==> src/rtl/nonce_collector.sv <==
// nonce_collector: gathers golden nonces from SLAVES miner cores, queues them
// in a small FIFO and hands them one at a time to a serial transmitter.
//
// Ports
//   uart_clk      single clock, rising edge
//   reset         synchronous, active-high
//   new_nonces    one-cycle valid pulse per slave
//   slave_nonces  32-bit nonce of slave i on bits [i*32+31:i*32]
//   serial_busy   transmitter busy flag
//   serial_send   one-cycle send strobe (registered)
//   golden_nonce  word being transmitted, changes only on a pop
//   fifo_count    FIFO occupancy, 0..2^DEPTH_BITS
//   overflow      sticky, set when a pending nonce is overwritten
module nonce_collector #(
    parameter int unsigned SLAVES     = 2,
    parameter int unsigned DEPTH_BITS = 3
) (
    input  logic                  uart_clk,
    input  logic                  reset,
    input  logic [SLAVES-1:0]     new_nonces,
    input  logic [SLAVES*32-1:0]  slave_nonces,
    input  logic                  serial_busy,
    output logic                  serial_send,
    output logic [31:0]           golden_nonce,
    output logic [DEPTH_BITS:0]   fifo_count,
    output logic                  overflow
);

    localparam int unsigned DEPTH = 1 << DEPTH_BITS;
    localparam int unsigned IDX_W = (SLAVES > 1) ? $clog2(SLAVES) : 1;
    localparam int unsigned TO_W  = 4;

    localparam logic [DEPTH_BITS:0]   FULL_COUNT   = (DEPTH_BITS+1)'(DEPTH);
    localparam logic [DEPTH_BITS:0]   CNT_ONE      = (DEPTH_BITS+1)'(1);
    localparam logic [DEPTH_BITS-1:0] PTR_ONE      = DEPTH_BITS'(1);
    localparam logic [TO_W-1:0]       TIMEOUT_LAST = TO_W'(15);
    localparam logic [TO_W-1:0]       TO_ONE       = TO_W'(1);

    typedef enum logic [1:0] {
        IDLE,
        WAIT_BUSY,
        WAIT_DONE
    } tx_state_t;

    logic [SLAVES-1:0]     pend_flag;
    logic [31:0]           pend_val [SLAVES];
    logic [IDX_W-1:0]      rr_last;
    logic [31:0]           fifo_mem [DEPTH];
    logic [DEPTH_BITS-1:0] wr_ptr;
    logic [DEPTH_BITS-1:0] rd_ptr;
    tx_state_t             state;
    logic [TO_W-1:0]       timeout_cnt;

    logic                  fifo_full_c;
    logic                  pop_c;
    logic                  grant_valid_c;
    logic [IDX_W-1:0]      grant_idx_c;
    logic [IDX_W-1:0]      cand_c;

    assign fifo_full_c = (fifo_count == FULL_COUNT);
    assign pop_c       = (state == IDLE) && (fifo_count != '0) && !serial_busy;

    // Round-robin grant: first set flag searching upward from rr_last+1.
    always_comb begin
        grant_valid_c = 1'b0;
        grant_idx_c   = '0;
        cand_c        = '0;
        for (int unsigned k = 1; k <= SLAVES; k++) begin
            cand_c = IDX_W'((32'(rr_last) + k) % SLAVES);
            if (!grant_valid_c && !fifo_full_c && pend_flag[cand_c]) begin
                grant_valid_c = 1'b1;
                grant_idx_c   = cand_c;
            end
        end
    end

    // Storage without reset: pending values and FIFO payload.
    always_ff @(posedge uart_clk) begin
        if (!reset) begin
            if (grant_valid_c) begin
                fifo_mem[wr_ptr] <= pend_val[grant_idx_c];
            end
            for (int i = 0; i < SLAVES; i++) begin
                if (new_nonces[i]) begin
                    pend_val[i] <= slave_nonces[i*32 +: 32];
                end
            end
        end
    end

    // Pending flags, arbitration pointer, FIFO pointers and occupancy.
    always_ff @(posedge uart_clk) begin
        if (reset) begin
            pend_flag  <= '0;
            rr_last    <= IDX_W'(SLAVES - 1);
            wr_ptr     <= '0;
            rd_ptr     <= '0;
            fifo_count <= '0;
            overflow   <= 1'b0;
        end else begin
            if (grant_valid_c) begin
                wr_ptr  <= wr_ptr + PTR_ONE;
                rr_last <= grant_idx_c;
            end
            if (pop_c) begin
                rd_ptr <= rd_ptr + PTR_ONE;
            end
            case ({grant_valid_c, pop_c})
                2'b10:   fifo_count <= fifo_count + CNT_ONE;
                2'b01:   fifo_count <= fifo_count - CNT_ONE;
                default: fifo_count <= fifo_count;
            endcase
            // A fresh capture beats the clear from a grant on the same edge.
            for (int i = 0; i < SLAVES; i++) begin
                if (new_nonces[i]) begin
                    pend_flag[i] <= 1'b1;
                    if (pend_flag[i] && !(grant_valid_c && grant_idx_c == IDX_W'(i))) begin
                        overflow <= 1'b1;
                    end
                end else if (grant_valid_c && grant_idx_c == IDX_W'(i)) begin
                    pend_flag[i] <= 1'b0;
                end
            end
        end
    end

    // Transmit handshake; a transmitter that never raises busy is released
    // after 16 quiet cycles so the queue cannot stall.
    always_ff @(posedge uart_clk) begin
        if (reset) begin
            state        <= IDLE;
            serial_send  <= 1'b0;
            golden_nonce <= '0;
            timeout_cnt  <= '0;
        end else begin
            serial_send <= 1'b0;
            case (state)
                IDLE: begin
                    if (pop_c) begin
                        golden_nonce <= fifo_mem[rd_ptr];
                        serial_send  <= 1'b1;
                        timeout_cnt  <= '0;
                        state        <= WAIT_BUSY;
                    end
                end
                WAIT_BUSY: begin
                    if (serial_busy) begin
                        state <= WAIT_DONE;
                    end else if (timeout_cnt == TIMEOUT_LAST) begin
                        state <= IDLE;
                    end else begin
                        timeout_cnt <= timeout_cnt + TO_ONE;
                    end
                end
                WAIT_DONE: begin
                    if (!serial_busy) begin
                        state <= IDLE;
                    end
                end
                default: state <= IDLE;
            endcase
        end
    end

endmodule

==> config.mk <==
export PLATFORM = sky130hd
export DESIGN_NAME = nonce_collector
export DESIGN_NICKNAME = d
export VERILOG_FILES = /design/src/rtl/nonce_collector.sv
export SDC_FILE = /design/constraint.sdc
export NUM_CORES = 1
export LEC_CHECK = 0
export ABC_CLOCK_PERIOD_IN_PS = 11400
export CAP_MARGIN = 20
export CORE_AREA = 2 2 170 172
export DETAILED_ROUTE_END_ITERATION = 7
export DIE_AREA = 0 0 172 174
export PLACE_DENSITY = 0.69
export SLEW_MARGIN = 20
export SYNTH_ARGS = -nofsm -noshare
export SYNTH_HDL_FRONTEND = slang
export SYNTH_SLANG_ARGS = --single-unit
==> constraint.sdc <==
create_clock -name uart_clk -period 11.4 [get_ports uart_clk]
set_input_delay 1.71 -clock uart_clk [delete_from_list [all_inputs] [get_ports uart_clk]]
set_output_delay 1.71 -clock uart_clk [all_outputs]
set_load 0.03 [all_outputs]
=== Yosys cells after proc, flatten, opt, wreduce, memory -nomap -nowiden ===
Memory sizes are Yosys's and may differ from the RTL's. A register that Yosys moved wholly into a read port is not among the register bits.
Cells that the tools add are included.

* Reduce and logical (&&, ||, !) cells: 24
* Shift-type cells: 0
* $add $sub $neg: 7
* $mul: 0
* Bitwise operators: 2
* Muxes and demuxes: 36
* Equal/unequal tests: 11
* Magnitude comparators: 2
* Div/mod/pow operators: 0

{| class="wikitable"
|+ Operators by type and width
! cell !! number
|-
| $mux 1 || 26
|-
| $pmux 4 s2 || 2
|-
| $mux 4 || 3
|-
| $logic_and 1x1->1 || 9
|-
| $add 4x1->4 const B || 2
|-
| $eq 4x4->1 const B || 2
|-
| $mux 2 || 4
|-
| $ne 2x2->1 const B || 4
|-
| $reduce_bool 2->1 || 4
|-
| $add 3x1->3 const B || 2
|-
| $pmux 2 s3 || 1
|-
| $logic_not 1->1 || 5
|-
| $eq 2x1->1 const B || 2
|-
| $eq 2x2->1 const B || 2
|-
| $lt 1x2->1 const B || 2
|-
| $reduce_and 4->1 || 1
|-
| $reduce_bool 4->1 || 1
|-
| $sub 4x1->4 const B || 1
|-
| $ne 3x3->1 const B || 1
|-
| $reduce_and 3->1 || 1
|-
| $add 1x1->1 const B || 2
|-
| $logic_not 2->1 || 1
|-
| $not 1->1 || 2
|-
| $reduce_and 2->1 || 1
|-
| $reduce_or 2->1 || 1
|}

* Logic and storage cells: 94
* Memories kept: 2
* ROM bits: 0
* Latch bits: 0
* Output and inout bits: 38
* Input port bits: 69
* Bits in writable memories: 320
* Register bits: 21

{| class="wikitable"
|+ Memory list
! name !! depth !! bits a word !! read ports !! clocked after Yosys merged registers in !! write ports !! RTL line !! text
|-
| fifo_mem || 8 || 32 || 1 || 1 || 1 || 48 || <nowiki>logic [31:0] fifo_mem [DEPTH];</nowiki>
|-
| pend_val || 2 || 32 || 1 || 0 || 2 || 46 || <nowiki>logic [31:0] pend_val [SLAVES];</nowiki>
|}

=== Longest topological paths before layout ===
* Word-level depth: 17
* Gate-level depth with buffers: 13
* Gate-level depth less buffers: 10

=== Least setup slack after synthesis ===
OpenSTA, ideal clock, no wires.

* Path kind: in2reg
* From: in reset
* To: mem fifo_mem[5][0], enable pin
* Slack: 5.585 ns
* Buffers on the path: 1
* Stages on the path: 2
* Data arrival time: 5.303 ns
* Library setup time: 0.513 ns
* Path through: clkbuf_1 -> nor4b_1

* Cells in the longest elaborated chain, start to end: 2

{| class="wikitable"
|+ Ends and longest elaborated chain
! what !! RTL line !! text
|-
| start: declaration || 19 || <nowiki>input logic reset,</nowiki>
|-
| $mux 1 || 79 || <nowiki>if (!reset) begin</nowiki>
|-
| $mux 1 (implied by the code) || 81 || <nowiki>fifo_mem[wr_ptr] <= pend_val[grant_idx_c];</nowiki>
|-
| end: declaration || 48 ||
|}

Every way passes these cells.

=== Worst setup path after layout ===
* From: in serial_busy
* To: reg fifo_count[2]

* Cells in the longest elaborated chain, start to end: 4

{| class="wikitable"
|+ Ends and longest elaborated chain
! what !! RTL line !! text
|-
| start: declaration || 22 || <nowiki>input logic serial_busy,</nowiki>
|-
| $logic_not 1->1 (*) || - ||
|-
| $logic_and 1x1->1 (*) || 61 || <nowiki>assign pop_c = (state == IDLE) && (fifo_count != '0) && !serial_busy;</nowiki>
|-
| $eq 2x1->1 / $eq 2x2->1 (equally long branches) || 108 || <nowiki>case ({grant_valid_c, pop_c})</nowiki>
|-
| $pmux 4 s2 / $reduce_bool 2->1 (equally long branches) || - ||
|-
| end signal: assignment || 109 || <nowiki>2'b10: fifo_count <= fifo_count + CNT_ONE;</nowiki>
|-
| end signal: assignment || 110 || <nowiki>2'b01: fifo_count <= fifo_count - CNT_ONE;</nowiki>
|-
| end signal: assignment || 111 || <nowiki>default: fifo_count <= fifo_count;</nowiki>
|-
| end: declaration || 25 || <nowiki>output logic [DEPTH_BITS:0] fifo_count,</nowiki>
|}

Mark *: on every way between the ends. The rest lies on a longest branch, timed or not.
A chain may end at the register's enable or synchronous reset.

==> results.toml <==
[timing]
period_share = 0.371
finalSetupViolCount = 0
whs_ns = 0.492
fin_skew_ns = 0.0126
final-hold-violation-count = 0
fmax_mhz = 236
relSlewSlack = 0.314
slew_viol_final = 0
fin_setup_tns_ns = 0
rsz0062_at_grt = "false"
tightest_slew_ns = 1.03
period_minus_slack_ns = 4.23

[die]
start_util = 0.489
io-pin-count = 107
fp.dieArea_um2 = 29900
rows = 62
die_h_um = 174
die_w_um = 172
core_um2 = 28200

[logic_synthesis]
synth_ff_type = "edfxtp_1"
yosysSeqAreaShare = 0.773
synth-edff-count = 320
ys_async_sr_fraction = 0
yosys-top-cells-count = "edfxtp_1, mux4_2, dfxtp_1"
syn_inst = 697
synth_nets = 772
ys_ff_latch = 373
ys_warn_count = 0
synth_area_um2 = 13800
synth_area_per_cell_um2 = 19.8
yosys.area.top_type = "edfxtp_1"
synth_top_area_share = 0.696
ys_types = 47
yosysMostFrequentCell = "edfxtp_1"
yosys-top-cells-area = "edfxtp_1, mux4_2, dfxtp_1, mux2_1, o22ai_1"

[flow_run]
drv_cap = 0

[layout]
fin_area_um2 = 16600
diodes = 0
drive_gt1_frac = 0.176
fin_nets = 893
area_growth_pct = 19.9

[pwr]
swShare = 0.267
power.share.clock = 0.327
internal-power_w = 0.00270
pwr-share-comb = 0.205
power.leakage_nw = 5.26
p_sw_w = 0.000981
power_frac_seq = 0.468
vdd_drop_max_v = 0.000114
power_density_nw_per_um2 = 222

[route]
via_count = 6841
dr.first_iter.drc_count = 551
dr.pass1.iters = 5
remaining_drc_errors = 0
viasPerCell = 5.56
wl_per_cell_um = 22.4
postRouteAntennaNets = 0
wl_um = 27500

[setup_path]
critPathRequiredTime_ns = 11.83
critical_path_arrival_ns = 4.66
cp_max_fo = 38
crit_type = "in2reg"
crit_path_end_kind = "flop"
startpoint_type = "input port"

[clock_network]
cts_buffers = 38
clkSinkCount = 373
cts-hold-fix-buffers = 0
cts_setup_buffers = 0
ctsResizeCount = 0
root_buffer = "clkbuf_16"
clockBufferDepth = 3
clock_latency_ns = 0.52
cts_tree = "built"
clk_pin_slew_ns = 0.06
htree_levels = 2

[placed_design]
port_buffers = 106
place.gp.congestion = 0.689
postPlaceCellArea_um2 = 15300
dp_hpwl_um = 15300

[global_routing]
antenna_found_initial = 0
globalRouteTotalUtil = 0.190
grt_max_degree = 67
grt.overflow.total = 0
grt_pass1_wl_um = 42200
grt_pass1_vias = 7221

[run_status]
outcome = "finished clean"

[min_path]
hp-class = "reg2reg"
==> through the flow <==
| step | total power (W) | worst slack (ns) | utilization | cells |
|---|---|---|---|---|
| final | 0.00368 | 7.17 | 0.586 | 1230 |
| after global placement | 0.00248 | 6.81 | 0.542 | 1161 |
| after CTS | 0.00372 | 7.20 | 0.586 | 1230 |
| after global routing | 0.00384 | 7.07 | 0.586 | 1230 |
| after detailed placement | 0.00251 | 6.68 | 0.543 | 1162 |
| after floorplan | 0.00226 | 5.58 | - | 697 |
==> power by group through the flow <==
stage               Combinational, W  Sequential [W]  Clock (W)
floorplan                   0.000466         0.00179          0
global placement            0.000735         0.00175          0
detailed placement          0.000760         0.00175          0
CTS                         0.000764         0.00173    0.00123
global route                0.000808         0.00174    0.00129
finish                      0.000753         0.00172    0.00120
==> final cells by class <==
cell class / instances / area (um2)
Clock buffer: 53 / 1080
Multi-Input combinational cell: 284 / 3000
Timing Repair Buffer: 118 / 1170
Tap cell: 384 / 480
Clock inverter: 15 / 144
Sequential cell: 373 / 10700
Fill cell: 2081 / 11700
Inverter: 3 / 11.3
==> per-layer routing <==
metal / global-route usage / wire, um
met2: 0.323 / 14000
met1: 0.250 / 11400
met3: 0.0342 / 1470
met4: 0.0623 / 688
met5: 0 / 0
==> sequential cells by signal, indices dropped and copies added, names as in the netlist <==
signal and flops:
wr_ptr 3, rr_last 1, state 2, fifo_count 4
rd_ptr 3, pend_val 64, overflow 1, timeout_cnt 4
golden_nonce 32, pend_flag 2, fifo_mem 256, serial_send 1
==> critical path, stage by stage <==
cell	delay, ns
clkdlybuf4s50_1	0.44
nor3_1	0.43
and2_4	0.62
ha_1	0.36
xor2_1	0.20
ha_1	0.18
a21oi_1	0.05
xor2_1	0.17
or3_1	0.33
a21oi_1	0.15
==> placed cells by master, fill, tap and decap left out, drive strengths merged, types with 7 or more instances in the layout <==
| master | synthesis | final |
|---|---|---|
| edfxtp | 320 | 320 |
| nand2 | 7 | 7 |
| clkbuf | 13 | 53 |
| dfxtp | 53 | 53 |
| clkinv | 0 | 11 |
| a21oi | 7 | 7 |
| nor2 | 47 | 47 |
| mux2 | 32 | 32 |
| nor3 | 33 | 33 |
| clkdlybuf4s50 | 0 | 105 |
| mux4 | 64 | 64 |
| o22ai | 32 | 32 |
| buf | 24 | 13 |
==> worst paths after layout <==
path | slack (ns) | endpoint | cells past startpoint | startpoint
setup / recovery | 7.17 | fifo_count[2] | 10 | serial_busy
hold / removal | 0.49 | golden_nonce[20] | 2 | golden_nonce[20]
setup reg to reg | 8.42 | fifo_count[2] | 9 | state[0]
hold reg to reg | 0.49 | golden_nonce[20] | 2 | golden_nonce[20]
==> kinds of logic (layout without fill, tap and decap cells) <==
kind of cell | count (synthesis) | after routing | share of synthesized area
adders and majority gates | 6 | 6 | 0.00544
muxes | 99 | 99 | 0.133
AOI/OAI and AO/OA | 53 | 53 | 0.0243
buffers and inverters | 40 | 189 | 0.0157
DFF | 373 | 373 | 0.773
and+or+nand+nor | 117 | 117 | 0.0437
xor gates and xnor gates | 9 | 9 | 0.00571
Power figures use the tool's default switching activity.
